<file path="src/rtl/ex_stage_pkg.sv">
// rtl/ex_stage_pkg.sv - opcodes, result selects and divider state codes for ex_stage
package ex_stage_pkg;

  localparam int ALU_OP_W  = 8;
  localparam int ALU_SEL_W = 3;

  localparam logic [ALU_OP_W-1:0] EXE_NOP_OP   = 8'b00000000;
  localparam logic [ALU_OP_W-1:0] EXE_AND_OP   = 8'b00100100;
  localparam logic [ALU_OP_W-1:0] EXE_OR_OP    = 8'b00100101;
  localparam logic [ALU_OP_W-1:0] EXE_XOR_OP   = 8'b00100110;
  localparam logic [ALU_OP_W-1:0] EXE_NOR_OP   = 8'b00100111;
  localparam logic [ALU_OP_W-1:0] EXE_SLL_OP   = 8'b01111100;
  localparam logic [ALU_OP_W-1:0] EXE_SRL_OP   = 8'b00000010;
  localparam logic [ALU_OP_W-1:0] EXE_SRA_OP   = 8'b00000011;
  localparam logic [ALU_OP_W-1:0] EXE_SLT_OP   = 8'b00101010;
  localparam logic [ALU_OP_W-1:0] EXE_SLTU_OP  = 8'b00101011;
  localparam logic [ALU_OP_W-1:0] EXE_ADD_OP   = 8'b00100000;
  localparam logic [ALU_OP_W-1:0] EXE_ADDU_OP  = 8'b00100001;
  localparam logic [ALU_OP_W-1:0] EXE_SUB_OP   = 8'b00100010;
  localparam logic [ALU_OP_W-1:0] EXE_SUBU_OP  = 8'b00100011;
  localparam logic [ALU_OP_W-1:0] EXE_ADDI_OP  = 8'b01010101;
  localparam logic [ALU_OP_W-1:0] EXE_ADDIU_OP = 8'b01010110;
  localparam logic [ALU_OP_W-1:0] EXE_MFHI_OP  = 8'b00010000;
  localparam logic [ALU_OP_W-1:0] EXE_MTHI_OP  = 8'b00010001;
  localparam logic [ALU_OP_W-1:0] EXE_MFLO_OP  = 8'b00010010;
  localparam logic [ALU_OP_W-1:0] EXE_MTLO_OP  = 8'b00010011;
  localparam logic [ALU_OP_W-1:0] EXE_MULT_OP  = 8'b00011000;
  localparam logic [ALU_OP_W-1:0] EXE_MULTU_OP = 8'b00011001;
  localparam logic [ALU_OP_W-1:0] EXE_DIV_OP   = 8'b00011010;
  localparam logic [ALU_OP_W-1:0] EXE_DIVU_OP  = 8'b00011011;

  localparam logic [ALU_SEL_W-1:0] EXE_RES_NOP        = 3'b000;
  localparam logic [ALU_SEL_W-1:0] EXE_RES_LOGIC      = 3'b001;
  localparam logic [ALU_SEL_W-1:0] EXE_RES_SHIFT      = 3'b010;
  localparam logic [ALU_SEL_W-1:0] EXE_RES_MOVE       = 3'b011;
  localparam logic [ALU_SEL_W-1:0] EXE_RES_ARITHMETIC = 3'b100;

  // DivByZero is reserved; a zero divisor goes straight to DivEnd with a cleared result
  typedef enum logic [1:0] {
    DivFree   = 2'b00,
    DivByZero = 2'b01,
    DivOn     = 2'b10,
    DivEnd    = 2'b11
  } div_state_t;

  function automatic logic is_div_op(input logic [ALU_OP_W-1:0] op);
    return (op == EXE_DIV_OP) || (op == EXE_DIVU_OP);
  endfunction

endpackage

</file>
<file path="src/rtl/ex_stage_div_unit.sv">
// rtl/ex_stage_div_unit.sv - 32-step restoring divider (module div_unit) used by ex_stage
module div_unit
  import ex_stage_pkg::*;
(
  input  logic        clk,
  input  logic        rst,
  input  logic        start,
  input  logic        signed_div,
  input  logic [31:0] op1,
  input  logic [31:0] op2,
  input  logic        annul,
  output logic [63:0] result,
  output logic        ready
);

  div_state_t  state, state_nxt;
  logic [4:0]  cnt;
  logic [64:0] dividend;
  logic [31:0] divisor;
  logic        neg_q, neg_r;
  logic [33:0] trial;
  logic [31:0] mag1, mag2, quo, rem;

  assign mag1  = (signed_div && op1[31]) ? (~op1 + 32'd1) : op1;
  assign mag2  = (signed_div && op2[31]) ? (~op2 + 32'd1) : op2;
  // partial remainder with next dividend bit is dividend[64:32], up to 33 bits wide
  assign trial = {1'b0, dividend[64:32]} - {2'b00, divisor};

  always_ff @(posedge clk) begin
    if (rst) state <= DivFree;
    else     state <= state_nxt;
  end

  always_comb begin
    state_nxt = state;
    case (state)
      DivFree: if (start) state_nxt = (op2 == 32'd0) ? DivEnd : DivOn;
      DivOn:   if (cnt == 5'd31) state_nxt = DivEnd;
      DivEnd:  state_nxt = DivFree;
      default: state_nxt = DivFree;
    endcase
    if (annul) state_nxt = DivFree;
  end

  always_ff @(posedge clk) begin
    if (rst || annul) begin
      cnt      <= 5'd0;
      dividend <= 65'd0;
      divisor  <= 32'd0;
      neg_q    <= 1'b0;
      neg_r    <= 1'b0;
    end else begin
      case (state)
        DivFree: if (start) begin
          cnt      <= 5'd0;
          dividend <= (op2 == 32'd0) ? 65'd0 : {32'd0, mag1, 1'b0};
          divisor  <= mag2;
          neg_q    <= signed_div && (op1[31] ^ op2[31]);
          neg_r    <= signed_div && op1[31];
        end
        DivOn: begin
          dividend <= trial[33] ? {dividend[63:0], 1'b0}
                                : {trial[31:0], dividend[31:0], 1'b1};
          cnt      <= cnt + 5'd1;
        end
        default: ;
      endcase
    end
  end

  assign quo    = dividend[31:0];
  assign rem    = dividend[64:33];
  assign result = {(neg_r ? (~rem + 32'd1) : rem), (neg_q ? (~quo + 32'd1) : quo)};
  assign ready  = (state == DivEnd);

endmodule

</file>
<file path="src/rtl/ex_stage.sv">
// rtl/ex_stage.sv - St.PU execute stage: ALU, shifts, HI/LO moves, multiply
// and an optional iterative divider enabled by the EX_DIV_EN macro.
module ex_stage
  import ex_stage_pkg::*;
(
  input  logic                 clk,
  input  logic                 rst,
  input  logic [ALU_OP_W-1:0]  aluop_i,
  input  logic [ALU_SEL_W-1:0] alusel_i,
  input  logic [31:0]          reg1_i,
  input  logic [31:0]          reg2_i,
  input  logic [4:0]           wd_i,
  input  logic                 wreg_i,
  input  logic [31:0]          hi_i,
  input  logic [31:0]          lo_i,
  input  logic                 mem_whilo_i,
  input  logic [31:0]          mem_hi_i,
  input  logic [31:0]          mem_lo_i,
  input  logic                 wb_whilo_i,
  input  logic [31:0]          wb_hi_i,
  input  logic [31:0]          wb_lo_i,
  input  logic                 flush_i,
  output logic [4:0]           wd_o,
  output logic                 wreg_o,
  output logic [31:0]          wdata_o,
  output logic                 whilo_o,
  output logic [31:0]          hi_o,
  output logic [31:0]          lo_o,
  output logic                 stallreq_from_ex
);

  logic [31:0] hi_fwd, lo_fwd;
  logic [31:0] logic_res, shift_res, arith_res, move_res;
  logic [31:0] sum, diff;
  logic        add_ovf, sub_ovf, ovf_trap;
  logic        mul_signed;
  logic [63:0] mul_a, mul_b, product;
  logic        div_stall, div_ready;
  logic [63:0] div_result;

  // youngest in-flight HI/LO write wins
  always_comb begin
    hi_fwd = hi_i;
    lo_fwd = lo_i;
    if (mem_whilo_i) begin
      hi_fwd = mem_hi_i;
      lo_fwd = mem_lo_i;
    end else if (wb_whilo_i) begin
      hi_fwd = wb_hi_i;
      lo_fwd = wb_lo_i;
    end
  end

  always_comb begin
    logic_res = 32'd0;
    case (aluop_i)
      EXE_OR_OP:  logic_res = reg1_i | reg2_i;
      EXE_AND_OP: logic_res = reg1_i & reg2_i;
      EXE_XOR_OP: logic_res = reg1_i ^ reg2_i;
      EXE_NOR_OP: logic_res = ~(reg1_i | reg2_i);
      default:    logic_res = 32'd0;
    endcase
  end

  always_comb begin
    shift_res = 32'd0;
    case (aluop_i)
      EXE_SLL_OP: shift_res = reg2_i << reg1_i[4:0];
      EXE_SRL_OP: shift_res = reg2_i >> reg1_i[4:0];
      EXE_SRA_OP: shift_res = $unsigned($signed(reg2_i) >>> reg1_i[4:0]);
      default:    shift_res = 32'd0;
    endcase
  end

  assign sum      = reg1_i + reg2_i;
  assign diff     = reg1_i - reg2_i;
  assign add_ovf  = (reg1_i[31] == reg2_i[31]) && (sum[31] != reg1_i[31]);
  assign sub_ovf  = (reg1_i[31] != reg2_i[31]) && (diff[31] != reg1_i[31]);
  assign ovf_trap = (((aluop_i == EXE_ADD_OP) || (aluop_i == EXE_ADDI_OP)) && add_ovf)
                  || ((aluop_i == EXE_SUB_OP) && sub_ovf);

  always_comb begin
    arith_res = 32'd0;
    case (aluop_i)
      EXE_ADD_OP, EXE_ADDU_OP, EXE_ADDI_OP, EXE_ADDIU_OP: arith_res = sum;
      EXE_SUB_OP, EXE_SUBU_OP: arith_res = diff;
      EXE_SLT_OP:  arith_res = {31'd0, ($signed(reg1_i) < $signed(reg2_i))};
      EXE_SLTU_OP: arith_res = {31'd0, (reg1_i < reg2_i)};
      default:     arith_res = 32'd0;
    endcase
  end

  always_comb begin
    move_res = 32'd0;
    case (aluop_i)
      EXE_MFHI_OP: move_res = hi_fwd;
      EXE_MFLO_OP: move_res = lo_fwd;
      default:     move_res = 32'd0;
    endcase
  end

  // one 64-bit multiplier; sign-extending the operands makes the low 64 bits the signed product
  assign mul_signed = (aluop_i == EXE_MULT_OP);
  assign mul_a      = {{32{mul_signed & reg1_i[31]}}, reg1_i};
  assign mul_b      = {{32{mul_signed & reg2_i[31]}}, reg2_i};
  assign product    = mul_a * mul_b;

`ifdef EX_DIV_EN
  logic div_op;
  assign div_op = is_div_op(aluop_i);

  div_unit u_div (
    .clk        (clk),
    .rst        (rst),
    .start      (div_op && !flush_i),
    .signed_div (aluop_i == EXE_DIV_OP),
    .op1        (reg1_i),
    .op2        (reg2_i),
    .annul      (flush_i),
    .result     (div_result),
    .ready      (div_ready)
  );

  assign div_stall = div_op && !div_ready && !flush_i;
`else
  logic unused_div;
  assign unused_div = clk ^ flush_i;
  assign div_stall  = 1'b0;
  assign div_ready  = 1'b0;
  assign div_result = 64'd0;
`endif

  always_comb begin
    wd_o             = 5'd0;
    wreg_o           = 1'b0;
    wdata_o          = 32'd0;
    whilo_o          = 1'b0;
    hi_o             = 32'd0;
    lo_o             = 32'd0;
    stallreq_from_ex = 1'b0;
    if (!rst) begin
      wd_o             = wd_i;
      wreg_o           = wreg_i && !ovf_trap;
      stallreq_from_ex = div_stall;
      case (alusel_i)
        EXE_RES_LOGIC:      wdata_o = logic_res;
        EXE_RES_SHIFT:      wdata_o = shift_res;
        EXE_RES_MOVE:       wdata_o = move_res;
        EXE_RES_ARITHMETIC: wdata_o = arith_res;
        default:            wdata_o = 32'd0;
      endcase
      case (aluop_i)
        EXE_MULT_OP, EXE_MULTU_OP: begin
          whilo_o = 1'b1;
          hi_o    = product[63:32];
          lo_o    = product[31:0];
        end
        EXE_MTHI_OP: begin
          whilo_o = 1'b1;
          hi_o    = reg1_i;
          lo_o    = lo_fwd;
        end
        EXE_MTLO_OP: begin
          whilo_o = 1'b1;
          hi_o    = hi_fwd;
          lo_o    = reg1_i;
        end
        EXE_DIV_OP, EXE_DIVU_OP: begin
          whilo_o = div_ready;
          hi_o    = div_ready ? div_result[63:32] : 32'd0;
          lo_o    = div_ready ? div_result[31:0] : 32'd0;
        end
        default: ;
      endcase
    end
  end

endmodule

</file>
<file path="config.mk">
export PLATFORM = sky130hd
export DESIGN_NAME = ex_stage
export DESIGN_NICKNAME = d
export VERILOG_FILES = /design/src/rtl/ex_stage_pkg.sv /design/src/rtl/ex_stage_div_unit.sv /design/src/rtl/ex_stage.sv
export SDC_FILE = /design/constraint.sdc
export NUM_CORES = 2
export LEC_CHECK = 0
export CAP_MARGIN = 5
export CORE_AREA = 4 4 391 431
export DETAILED_ROUTE_END_ITERATION = 10
export DIE_AREA = 0 0 395 435
export SLEW_MARGIN = 0
export SYNTH_ARGS = -nofsm -noshare
export SYNTH_HDL_FRONTEND = slang
export SYNTH_SLANG_ARGS = --single-unit
</file>
<file path="constraint.sdc">
create_clock -name vclk -period 15.4
set_clock_uncertainty 0.15 [all_clocks]
set_input_delay 2.31 -clock vclk [all_inputs]
set_output_delay 2.31 -clock vclk [all_outputs]
set_load 0.005 [all_outputs]
</file>
Word level (Yosys, flattened, before mapping)
Index checks and enable logic that the tools add are counted.

word-level totals
  flip-flop bits (word level) = 0
  input bits = 278
  output and inout bits = 104
  logic and storage cells = 73

cells by class
  add/sub/neg operators = 2
  multiply operators = 1
  $lt $le $gt $ge = 2
  equal/unequal tests = 29
  shift-type cells = 3
  muxes and demuxes = 18
  bitwise gates (word level) = 6
  reductions and logical operators = 12

operator list
  cell                number
  $pmux 32 s4         3
  $pmux 32 s3         3
  $mux 32             7
  $eq 8x6->1 const B  10
  $lt 32x32->1        2
  $mul 33x33->64      1
  $pmux 32 s2         1
  $eq 8x5->1 const B  6
  $add 32x32->32      1
  $and 32x32->32      1
  $not 32->32         1
  $or 32x32->32       1
  $shl 32x5->32       1
  $shr 32x5->32       1
  $sshr 32x5->32      1
  $sub 32x32->32      1
  $xor 32x32->32      1
  $eq 8x7->1 const B  3
  $eq 8x2->1 const B  2
  $reduce_or 4->1     2
  $eq 3x2->1 const B  2
  $logic_and 1x1->1   5
  $mux 5              1
  $reduce_or 2->1     2
  other kinds (8)     14

Depth between registers and ports, before layout
  word-level depth = 8
  gate-level depth with buffers = 34

Worst setup path before layout
No wires, ideal clock.

  path kind = input to output
  start = input port aluop_i[5]
  end = output port hi_o[29]
  arrival time = 10588 ps
  data required time = 12940 ps
  setup slack = 2352 ps
  cell stages on the path = 28
  cells stage by stage = nor3_1 -> nand2_1 -> or3_1 -> clkbuf_1 -> clkbuf_1 -> nor4_1 -> fa_1 -> fa_1 -> fa_1 -> inv_1 -> fa_1 -> fa_1 -> fa_1 -> fa_1 -> fa_1 -> inv_1 -> ha_1 -> clkbuf_1 -> and4_1 -> and3_1 -> a32o_1 -> a2111oi_0 -> o21bai_1 -> a21oi_2 -> o21ai_0 -> o41ai_1 -> xor2_1 -> o22ai_1

between the ends
  word-level cells in the longest chain between the ends = 5

ends and longest elaborated chain
  what                            line                              RTL
  start, declared                 ex_stage.sv:8                     input logic [ALU_OP_W-1:0] aluop_i,
  $eq 8x5->1                      ex_stage.sv:103, ex_stage.sv:152
  $and 1x1->1 (on tied branches)  ex_stage.sv:104, ex_stage.sv:105
  $mul 33x33->64                  ex_stage.sv:106                   assign product = mul_a * mul_b;
  $pmux 32 s3 (*)                 ex_stage.sv:152                   case (aluop_i)
  $mux 32 (*)                     ex_stage.sv:141                   if (!rst) begin
  end, declared                   ex_stage.sv:27                    output logic [31:0] hi_o,

Mark *: on every way between the ends. The rest lies on a longest branch, timed or not.

Final worst setup path
  start = input port aluop_i[5]
  end = output port hi_o[31]

Same word-level chain as after synthesis.

==> results.json <==
{
  "critPathMaxStageDelay_ps": 570,
  "synthAdderAreaFrac": 0.539,
  "final-seq-area_um2": 0,
  "muxShareOfSynthArea": 0.0505,
  "fill_cells": 17309,
  "setup.worst_path.class": "input pin to output port",
  "die_y_um": 435,
  "final-setup-viol-count": 0,
  "slew_violations": 0,
  "synth_fp_nets": 7785,
  "grt_pass1_vias": 48298,
  "finalCriticalPeriod_ps": 15020,
  "die-area_um2": 172000,
  "vias": 46410,
  "dpl_cell_area_um2": 55900,
  "netlist_area_um2": 49000,
  "grt_max_degree": 149,
  "setup.worst_path.end": "hi_o[31]",
  "die_width_um": 395,
  "antenna_left": 0,
  "drt-initial-drc-count": 4602,
  "post_synth.cell_area_avg_um2": 8.07,
  "yosysSeqAreaShare": 0,
  "viasPerCell": 5.46,
  "dp_hpwl_um": 212000,
  "fin_util": 0.341,
  "routed_wirelength_um": 253000,
  "grt_pass1_wl_um": 358000,
  "drv_cap": 0,
  "crit_family": "adder cells",
  "clock_buffers": 0,
  "slew_headroom": 0.0701,
  "gp_congestion": 1.05,
  "nFlopsAndLatches": 0,
  "final_cell_area_um2": 55900,
  "rsz0062_at_grt": "false",
  "cp_data_arrival_time_ps": 12560,
  "drive_above_1_share": 0.0597,
  "drtPass1Iterations": 7,
  "core_area_um2": 164000,
  "status": "completed",
  "syn2layout_area_growth_pct": 14.1,
  "crit_path_start_kind": "input pin",
  "layout.nets": 8000,
  "post-synth-top-area-fraction": 0.460,
  "synth_xor_area_frac": 0.0138,
  "synth_area_leaders": "fa_1 (46%), inv_1 (9.6%), ha_1 (7.9%)",
  "synth_cell_types": 84,
  "synth-warning-count": 0,
  "tns_ps": 0,
  "hold_viol": 0,
  "drc": 0,
  "cp-end-kind": "output port",
  "post-synth-top-area-cell": "fa_1",
  "worst_slew_pin_slew_ps": 1390,
  "num_rows": 156,
  "dp_cells": 8496,
  "synthSimpleGateAreaFrac": 0.144,
  "grt.total_usage": 0.288,
  "port-buffer-count": 379,
  "fin_cells": 8504,
  "period_share": 0.975,
  "fmax_mhz": 66.6,
  "synth-compound-area-share": 0.123,
  "startpoint": "aluop_i[5]",
  "start_util": 0.299,
  "grt_remaining_overflow": 0,
  "syn_inst": 6072,
  "wl_per_cell_um": 29.7,
  "pin_count": 382,
  "required_ps": 12940,
  "antenna_found_initial": 20,
  "timing.critical_path.mode_cell": "fa_1",
  "min_path_type": "input pin to output port",
  "crit_slowest_cell": "xnor2_1",
  "path_buf_inv": 11,
  "worstPathMaxFanout": 11,
  "synth_top_family_by_area": "adder cells",
  "path_depth": 33
}
## metal layers
metal	track usage	wire length (µm)
met1	0.341	91600
met2	0.457	113000
met3	0.0574	22400
met4	0.223	25400
met5	0	12
## tightest hold or removal path, cell delays in order
cell and delay [ps]:
buf_2 310, nor2_1 90, clkdlybuf4s50_1 440
## per-stage QoR
stage          worst slack [ps]  hold WS (ps)
5_1_grt                    4.22          5360
4_1_cts                    18.1          5310
3_5_place_dp               61.1          5310
2_1_floorplan              2350          4560
6_report                    377          5310
3_3_place_gp                234          5300
## worst min path at each step
stage	start	end	slack, ps	cells past startpoint
after floorplan	wreg_i	wreg_o	4560	2
after global placement	rst	lo_o[4]	5300	3
after detailed placement	rst	lo_o[4]	5310	3
after CTS	rst	lo_o[4]	5310	3
after global routing	rst	hi_o[13]	5360	3
final	rst	lo_o[4]	5310	3
## cell usage after synthesis, types with 53 or more instances
cell,number
inv_1,1253
fa_1,1127
nand2_1,917
nor2_1,593
clkbuf_1,316
ha_1,308
a21oi_1,265
o21ai_0,228
mux2i_1,117
o22ai_1,69
buf_1,62
xnor2_1,59
a22oi_1,53
## placed cells by master, fill, tap and decap left out, types with 28 or more instances in the layout
cell and count:
nor2_1 592, mux4_2 41, ha_1 308, fa_1 1126, mux2i_1 117, clkdlybuf4s50_1 360, a211oi_1 32, nor3_1 33
a21o_1 42, nand2_1 917, nand3_1 46, a221oi_1 28, a21oi_1 265, o22ai_1 69, buf_4 237, a22oi_1 53
o21ai_0 228, mux2_2 34, inv_1 1251, xnor2_1 59
## area by class of cell
type | instances | area, µm² | share of cell area
Inverter | 1273 | 4780 | 0.0855
Antenna cell | 7 | 17.5 | 0.000313
Tap cell | 2212 | 2770 | 0.0495
Timing Repair Buffer | 617 | 5580 | 0.0998
Multi-Input combinational cell | 4395 | 42800 | 0.765
## logic make-up (layout without fill, tap and decap cells)
logic type,after synthesis,in the layout
AND/OR/NAND/NOR,1741,1741
buffers and inverters,1677,1890
adder cells (fa/ha/maj),1435,1435
AO/OA/AOI/OAI,949,949
multiplexers,192,192
XOR/XNOR,77,77
other,1,8
## timing repair
| item | 4_1_cts | 5_1_grt |
|---|---|---|
| endpoints found under the hold margin | 0 | 0 |
| resized for setup | 0 | 4 |
| setup buffers | 0 | 1 |
| hold buffers | 0 | 0 |
| endpoints found under the setup margin | 0 | 9 |
